## config.mk

```make
export PLATFORM = sky130hd
export DESIGN_NAME = fetch_decode_stage
export DESIGN_NICKNAME = d
export VERILOG_FILES = /design/src/rtl/mips_pkg.sv /design/src/rtl/pipe_reg_en_clr.sv /design/src/rtl/fetch_decode_stage.sv
export SDC_FILE = /design/constraint.sdc
export NUM_CORES = 1
export LEC_CHECK = 0
export CORE_MARGIN = 5
export CORE_UTILIZATION = 40
export DETAILED_ROUTE_END_ITERATION = 7
export PLACE_DENSITY = 0.81
export SYNTH_ARGS = -nofsm -noshare
export SYNTH_HDL_FRONTEND = slang
export SYNTH_SLANG_ARGS = --single-unit
export TNS_END_PERCENT = 5
```

## constraint.sdc

```tcl
create_clock -name clk -period 3.3 [get_ports clk]
set_input_delay 0.66 -clock clk [delete_from_list [all_inputs] [get_ports clk]]
set_output_delay 0.66 -clock clk [all_outputs]
set_load 0.03 [all_outputs]
```

## src/rtl/mips_pkg.sv

```systemverilog
// mips_pkg: definitions shared by the fetch/decode slice of the 5-stage MIPS core.
//   INSTR_W          instruction word width
//   NOP_INSTR        encoding used for ID bubbles (sll $0,$0,0)
//   RESET_PC_DEFAULT default fetch address after reset
//   JADDR_MSB        top bit of the 26-bit J-type target field
//   npc_sel_e        which source drives the next PC
//   ifid_t           contents of the IF/ID pipeline register
//   jump_target()    builds a J-type target from PC+4 and the address field
package mips_pkg;

  localparam int          INSTR_W          = 32;
  localparam logic [31:0] NOP_INSTR        = 32'h0000_0000;
  localparam logic [31:0] RESET_PC_DEFAULT = 32'h0000_0000;
  localparam int          JADDR_MSB        = 25;

  typedef enum logic [1:0] {
    NPC_SEQ    = 2'd0,
    NPC_BRANCH = 2'd1,
    NPC_JUMP   = 2'd2
  } npc_sel_e;

  typedef struct packed {
    logic [INSTR_W-1:0] instr;
    logic [31:0]        pcplus4;
    logic               valid;
  } ifid_t;

  // Only the upper nibble of PC+4 and the address field matter, so callers
  // hand in exactly those bits.
  function automatic logic [31:0] jump_target(input logic [3:0]         pc_hi,
                                              input logic [JADDR_MSB:0] jaddr);
    return {pc_hi, jaddr, 2'b00};
  endfunction

endpackage

```

## src/rtl/pipe_reg_en_clr.sv

```systemverilog
// pipe_reg_en_clr: generic pipeline register.
//   clk  in   rising-edge clock
//   rst  in   asynchronous active-high reset, loads RST_VAL
//   en   in   load enable; en=0 holds the register
//   clr  in   synchronous clear to CLR_VAL, only acts while en=1
//   d    in   W-bit next value
//   q    out  W-bit registered value
// Hold has priority over clear so a stalled stage keeps its contents even
// when a flush request is present.
module pipe_reg_en_clr #(
  parameter int           W       = 32,
  parameter logic [W-1:0] RST_VAL = '0,
  parameter logic [W-1:0] CLR_VAL = '0
) (
  input  logic         clk,
  input  logic         rst,
  input  logic         en,
  input  logic         clr,
  input  logic [W-1:0] d,
  output logic [W-1:0] q
);

  always_ff @(posedge clk or posedge rst) begin
    if (rst) begin
      q <= RST_VAL;
    end else if (en) begin
      q <= clr ? CLR_VAL : d;
    end
  end

endmodule

```

## src/rtl/fetch_decode_stage.sv

```systemverilog
// fetch_decode_stage: IF stage plus IF/ID register of the 5-stage MIPS core.
//   clk, rst            rising-edge clock, asynchronous active-high reset
//   StallF, StallD      hazard-unit holds for the PC and IF/ID registers
//   PCSrcD, JumpD       taken branch / J-type jump resolved in ID
//   PCBranchD           branch target from ID
//   imem_rdata          instruction at imem_addr (zero-wait combinational ROM)
//   imem_addr, PCF      current fetch PC
//   InstrD, PCPlus4D    instruction in ID and its PC+4
//   ValidD              InstrD is a real instruction rather than a bubble
//   stall_cnt           cycles with StallD=1 (saturating)
//   flush_cnt           cycles in which IF/ID was flushed (saturating)
// Build option: define FETCH_PERF_CNT_EN to implement the two counters;
// without it they are tied to zero and no counter flops exist.
module fetch_decode_stage
  import mips_pkg::*;
#(
  parameter logic [31:0] RESET_PC = RESET_PC_DEFAULT,
  parameter int          CNT_W    = 16
) (
  input  logic               clk,
  input  logic               rst,
  input  logic               StallF,
  input  logic               StallD,
  input  logic               PCSrcD,
  input  logic               JumpD,
  input  logic [31:0]        PCBranchD,
  input  logic [INSTR_W-1:0] imem_rdata,
  output logic [31:0]        imem_addr,
  output logic [31:0]        PCF,
  output logic [INSTR_W-1:0] InstrD,
  output logic [31:0]        PCPlus4D,
  output logic               ValidD,
  output logic [CNT_W-1:0]   stall_cnt,
  output logic [CNT_W-1:0]   flush_cnt
);

  logic [31:0] pcplus4f;
  logic [31:0] jump_tgt;
  logic [31:0] pc_next;
  npc_sel_e    npc_sel;
  logic        flush;
  ifid_t       ifid_next;
  ifid_t       ifid_q;

  // PC+4 wraps naturally at 2^32.
  assign pcplus4f = PCF + 32'd4;
  assign jump_tgt = jump_target(PCPlus4D[31:28], InstrD[JADDR_MSB:0]);

  // Jump outranks a simultaneous branch.
  always_comb begin
    npc_sel = NPC_SEQ;
    if (JumpD) begin
      npc_sel = NPC_JUMP;
    end else if (PCSrcD) begin
      npc_sel = NPC_BRANCH;
    end
  end

  always_comb begin
    pc_next = pcplus4f;
    unique case (npc_sel)
      NPC_JUMP:   pc_next = jump_tgt;
      NPC_BRANCH: pc_next = PCBranchD;
      default:    pc_next = pcplus4f;
    endcase
  end

  pipe_reg_en_clr #(
    .W       (32),
    .RST_VAL (RESET_PC),
    .CLR_VAL (RESET_PC)
  ) u_pc_reg (
    .clk (clk),
    .rst (rst),
    .en  (~StallF),
    .clr (1'b0),
    .d   (pc_next),
    .q   (PCF)
  );

  assign imem_addr = PCF;

  // A redirect means the word fetched this cycle is on the wrong path.
  // While ID is stalled the redirect is ignored; it is presented again
  // once the stall clears.
  assign flush = PCSrcD | JumpD;

  assign ifid_next = '{instr: imem_rdata, pcplus4: pcplus4f, valid: 1'b1};

  pipe_reg_en_clr #(
    .W       ($bits(ifid_t)),
    .RST_VAL ({NOP_INSTR, 32'h0, 1'b0}),
    .CLR_VAL ({NOP_INSTR, 32'h0, 1'b0})
  ) u_ifid_reg (
    .clk (clk),
    .rst (rst),
    .en  (~StallD),
    .clr (flush),
    .d   (ifid_next),
    .q   (ifid_q)
  );

  assign InstrD   = ifid_q.instr;
  assign PCPlus4D = ifid_q.pcplus4;
  assign ValidD   = ifid_q.valid;

`ifdef FETCH_PERF_CNT_EN
  logic [1:0]            cnt_inc;
  logic [1:0][CNT_W-1:0] cnt_q;

  assign cnt_inc[0] = StallD;
  assign cnt_inc[1] = flush & ~StallD;

  genvar gi;
  generate
    for (gi = 0; gi < 2; gi++) begin : g_perf_cnt
      logic [CNT_W-1:0] cnt_reg;

      // Saturate at all-ones rather than wrapping.
      always_ff @(posedge clk or posedge rst) begin
        if (rst) begin
          cnt_reg <= '0;
        end else if (cnt_inc[gi] && (cnt_reg != {CNT_W{1'b1}})) begin
          cnt_reg <= cnt_reg + {{(CNT_W-1){1'b0}}, 1'b1};
        end
      end

      assign cnt_q[gi] = cnt_reg;
    end
  endgenerate

  assign stall_cnt = cnt_q[0];
  assign flush_cnt = cnt_q[1];
`else
  assign stall_cnt = '0;
  assign flush_cnt = '0;
`endif

endmodule

```

# Word level (Yosys, flattened, before mapping)
# Cells that the tools add are included.
dict set report op_classes {
  n_addsub 1
  eq_ne 2
  n_mux 4
  n_bitwise 1
}
# operator n
set ops {}
lappend ops {{2-to-1 mux 65 bit} 1}
lappend ops {{one-hot mux 32 bit (2 select lines)} 1}
lappend ops {{adder 32 x 3 -> 32 bit, second input constant} 1}
lappend ops {{equality test 2 x 1 -> 1 bit, second input constant} 1}
lappend ops {{equality test 2 bit, second input constant} 1}
lappend ops {{2-to-1 mux 2 bit} 1}
lappend ops {{2-to-1 mux 1 bit} 1}
lappend ops {{OR 1 bit} 1}
dict set report totals {
  ff_bits 97
  input_bits 70
  word_cells 10
}

# Depth between registers and ports, before layout
dict set report logic_depth {
  word_depth 4
  mapped_depth 7
  ltp_nobuf 5
}

# Hierarchy
# Synthesis repeated with hierarchy kept, for this count alone.
dict set report unflattened {
  cells_unflattened 481
  area_unflattened_um2 5351.4
}
# mod n_inst cells_each area_each_um2
set modules_own_cells {}
lappend modules_own_cells {{pipe_reg_en_clr at u_ifid_reg} 1 148 2353.5}
lappend modules_own_cells {fetch_decode_stage 1 259 1785.5}
lappend modules_own_cells {{pipe_reg_en_clr at u_pc_reg} 1 74 1212.4}

# Worst setup path before layout
# Ideal clock, no wire load.
dict set report synth_timing {
  kind {reg2reg}
  start {reg u_pc_reg.q[2]}
  end {reg u_ifid_reg.q[19]}
  setup_time_ps 126
  arrival_time_ps 2119
  required_ps 3174
  setup_slack_ps 1055
  stages_incl_launch_ff 6
  path_buffers 0
  synth_period_minus_slack_ps 2245
  cell_sequence {dfrtp_1 -> ha_1 -> nand4_1 -> nor3_1 -> a2111oi_0 -> a221o_1}
}
dict set report synth_via {
  elab_chain_cells 2
}
# item line
set synth_lines {}
lappend synth_lines {{start, declared} pipe_reg_en_clr.sv:20} ;# output logic [W-1:0] q
lappend synth_lines {{start signal, assigned} pipe_reg_en_clr.sv:27} ;# q <= clr ? CLR_VAL : d;
lappend synth_lines {{adder 32 x 3 -> 32 bit} fetch_decode_stage.sv:46} ;# assign pcplus4f = PCF + 32'd4;
lappend synth_lines {{2-to-1 mux 65 bit} pipe_reg_en_clr.sv:27}
lappend synth_lines {{end signal, assigned} pipe_reg_en_clr.sv:27}
lappend synth_lines {{end, declared} pipe_reg_en_clr.sv:20}
# Every way passes these cells.
# A chain may end at the register's enable or synchronous reset.

# Worst setup path in the final report
dict set report layout_timing {
  start {reg u_pc_reg.q[8]}
  end {reg u_pc_reg.q[15]}
}
dict set report layout_via {
  elab_chain_cells 2
}
# item line
set layout_lines {}
lappend layout_lines {{adder 32 x 3 -> 32 bit} fetch_decode_stage.sv:46}
lappend layout_lines {{one-hot mux 32 bit (2 select lines)} fetch_decode_stage.sv:61} ;# unique case (npc_sel)
# Every way passes these cells.

==> impl_metrics.csv <==
group,metric,value,unit
status,status,"finished, final reports clean",
placement,portBuffers,198,
setup_path,worstPathMaxFanout,10,
sta,setup_viol,0,
route,num_vias,5653,
floorplan,dieArea,17200,um2
clocking,clock_path_buffers,2,
finish,area_delta_synth_final,34.0,%
logic_synthesis,synth_top_flop_cell,"dfrtp_1",
route,vias_per_cell,5.65,
route,post_drt_wl_per_cell,18.7,um
setup_path,crit_cells,4,
floorplan,chipWidth,131,um
finish,fin_cells,1000,
sta,hold_violations,0,
setup_path,rr_endpoint,"u_pc_reg.q[15]",
grt,antenna_found_initial,0,
sta,worst_slack,0.809,ns
clocking,cts.repair.resized,0,
logic_synthesis,yosysTopAreaCellShare,41.2,%
sta,tightest_slew,0.772,ns
floorplan,pin_count,231,
grt,grt_pass1_wl,29700,um
clocking,ctsHoldBuffers,0,
logic_synthesis,async_flop_share,100,%
clocking,cts_buffers,9,
clocking,clkLatencyLatePin,0.34,ns
pwr,netSwitchingFraction,35.2,%
setup_path,crit_type,"reg -> reg",
clocking,clock-root-buffer,"clkbuf_16",
sta,setup_tns,0,ns
grt,grt_pass1_vias,5321,
clocking,tritoncts,"yes",
sta,drv_slew,0,
route,wl,18700,um
finish,diodes,0,
placement,preCtsSetupSlack,0.728,ns
grt,gr-total-overflow,0,
logic_synthesis,synth-seq-area-share,41.2,%
logic_synthesis,yosysWarningCount,0,
setup_path,arrival,2.71,ns
logic_synthesis,syn-cell-area,5890,um2
placement,place.gp.congestion,0.890,
setup_path,crit_slowest_cell,"nor4_1",
setup_path,cp-end-kind,"flip-flop",
setup_path,r2r_start,"u_pc_reg.q[8]",
pwr,seqPwrFrac,41.3,%
hold_path,holdPathStages,2,
pwr,ir_drop,0.184,mV
logic_synthesis,synth-seq-cells,97,
setup_path,crit_family,"simple AND/OR/NAND/NOR gates",
finish,drive_gt1_share,5.27,%
sta,skew,0.00436,ns
setup_path,cp_cell_sequence,"nand2_1 > nor4_1 > nand3_1 > a311o_1",
sta,period_needed,2.49,ns
logic_synthesis,syn_avg_cell_area,8.64,um2
setup_path,endpoint,"u_pc_reg.q[15]",
clocking,h-tree-depth,3,
setup_path,path_buf_inv,0,
floorplan,core,14500,um2
setup_path,reg2reg_depth,4,
logic_synthesis,synth_cell_types,60,
sta,fin_hold_ws,0.483,ns
job,drv_cap,0,
setup_path,cp.required,3.52,ns
logic_synthesis,yosysTopAreaCell,"dfrtp_1",
logic_synthesis,synth_edf_count,0,
floorplan,die_h,131,um
floorplan,start_util,40.7,%
setup_path,regToRegSetupSlack,0.81,ns
setup_path,critPathLaunchType,"flip-flop",
finish,fin_area,7890,um2
floorplan,num_rows,44,
hold_path,hp-class,"reg -> reg",
hold_path,hold_path_startpoint,"u_ifid_reg.q[5]",
clocking,clk_pin_slew,0.06,ns
placement,placed_cells,986,
placement,placedInstanceArea,7630,um2
route,drtPass1Iterations,7,
pwr,p_per_area,445,nW/um2
pwr,clockPowerShare,27.8,%
pwr,p_leak,3.18,nW
pwr,power.internal,2.28,mW
route,drtIter0Drc,384,
placement,dpl.hpwl,13700,um
clocking,post_cts_buffers,0,
setup_path,critPathMaxStageDelay,0.67,ns
logic_synthesis,syn_inst,681,
route,drt_drc_violations_left,0,
pwr,switchingPower,1.24,mW
sta,rsz0062_at_grt,"no",
grt,globalRouteTotalUtil,20.8,%
clocking,cts.sinks,97,
route,ant_nets,0,
sta,fmax,402,MHz
grt,grt_max_degree,91,
logic_synthesis,synthTopCellsByArea,"dfrtp_1 41%, buf_4 8.2%, nand2_1 6.8%, o21ai_0 5.4%, a22oi_1 3.2%",
pwr,power_frac_comb,30.9,%
finish,final_nets,884,
sta,min_period_over_period,75.5,%
sta,max_slew_margin,48.5,%
setup_path,startpoint,"u_pc_reg.q[8]",
[state kept, by name (all words and copies together), names as in the netlist]
name          count
u_ifid_reg.q     65
u_pc_reg.q       32
[routing by layer]
| layer | wire [um] | track usage, % |
|---|---|---|
| met3 | 1670 | 4.51 |
| met4 | 541 | 7.89 |
| met5 | 0 | 0 |
| met2 | 8480 | 32.2 |
| met1 | 7990 | 28.8 |
[Yosys cell counts, types with 5 or more instances]
cell type,instances
nor3_1,24
nor4_1,7
buf_2,9
or3_1,7
a21oi_1,16
buf_1,8
a311o_1,5
and3_1,13
clkbuf_1,41
nand2_1,107
o31ai_1,8
nand4_1,11
nor2_1,17
dfrtp_1,97
and4_1,5
nand3_1,20
or4_1,12
a221o_1,6
a22oi_1,25
o211ai_1,5
a211o_1,5
o31a_1,6
o21ai_0,63
buf_4,64
inv_1,12
xnor2_1,9
o221ai_1,5
a22o_1,12
[stage by stage]
step / util, % / total power, mW
after floorplan: - / 2.15
after global placement: 52.7 / 2.54
after detailed placement: 52.7 / 2.56
after CTS: 54.5 / 3.52
after global routing: 54.5 / 3.66
final: 54.5 / 3.51
[worst min path at each step]
stage | slack, ns | endpoint
finish | 0.48 | u_ifid_reg.q[5]
global placement | 0.46 | u_ifid_reg.q[5]
global route | 0.51 | u_ifid_reg.q[0]
CTS | 0.48 | u_ifid_reg.q[5]
floorplan | 0.66 | u_ifid_reg.q[63]
detailed placement | 0.47 | u_ifid_reg.q[5]
[power by group through the flow]
stage	clock (mW)	sequential, mW	combinational [mW]
after detailed placement	0	1.47	1.09
after global routing	1.04	1.47	1.15
after global placement	0	1.46	1.08
final	0.978	1.45	1.09
after floorplan	0	1.60	0.553
after CTS	0.985	1.45	1.09
[cells by family (layout without fill, tap and decap cells)]
logic type,count (synthesis),in the layout,share of synthesized area (%)
simple gates,237,237,19.9
xor+xnor,12,12,1.79
fa+ha+maj,1,1,0.213
other cells,1,32,0.0637
compound gates,192,192,22.8
buf+inv,137,241,13.3
flops,97,97,41.2
mux,4,4,0.680
[area by class of cell]
| class | instances | area (um2) |
|---|---|---|
| Multi-Input combinational cell | 478 | 2800 |
| Timing Repair Buffer | 215 | 2120 |
| Tap cell | 184 | 230 |
| Clock buffer | 14 | 264 |
| Sequential cell | 97 | 2430 |
| Fill cell | 1299 | 6590 |
| Inverter | 12 | 47.5 |
[worst min-delay path: stages, from the launching register on]
cell and delay, ns:
dfrtp_1 0.34, nand2_1 0.05, o31ai_1 0.05
[cells in the final DEF (no fill, tap or decap), drive strengths merged, types with 6 or more instances in the layout]
master and count:
a21oi 16, a221o 6, a22o 12, a22oi 25, and3 14, buf 20, clkbuf 14, clkdlybuf4s50 195
conb 32, dfrtp 97, inv 12, nand2 107, nand3 21, nand4 12, nor2 17, nor3 24
nor4 7, o21ai 63, o31a 6, o31ai 8, or3 7, or4 13, xnor2 9
Power figures use the tool's default switching activity.
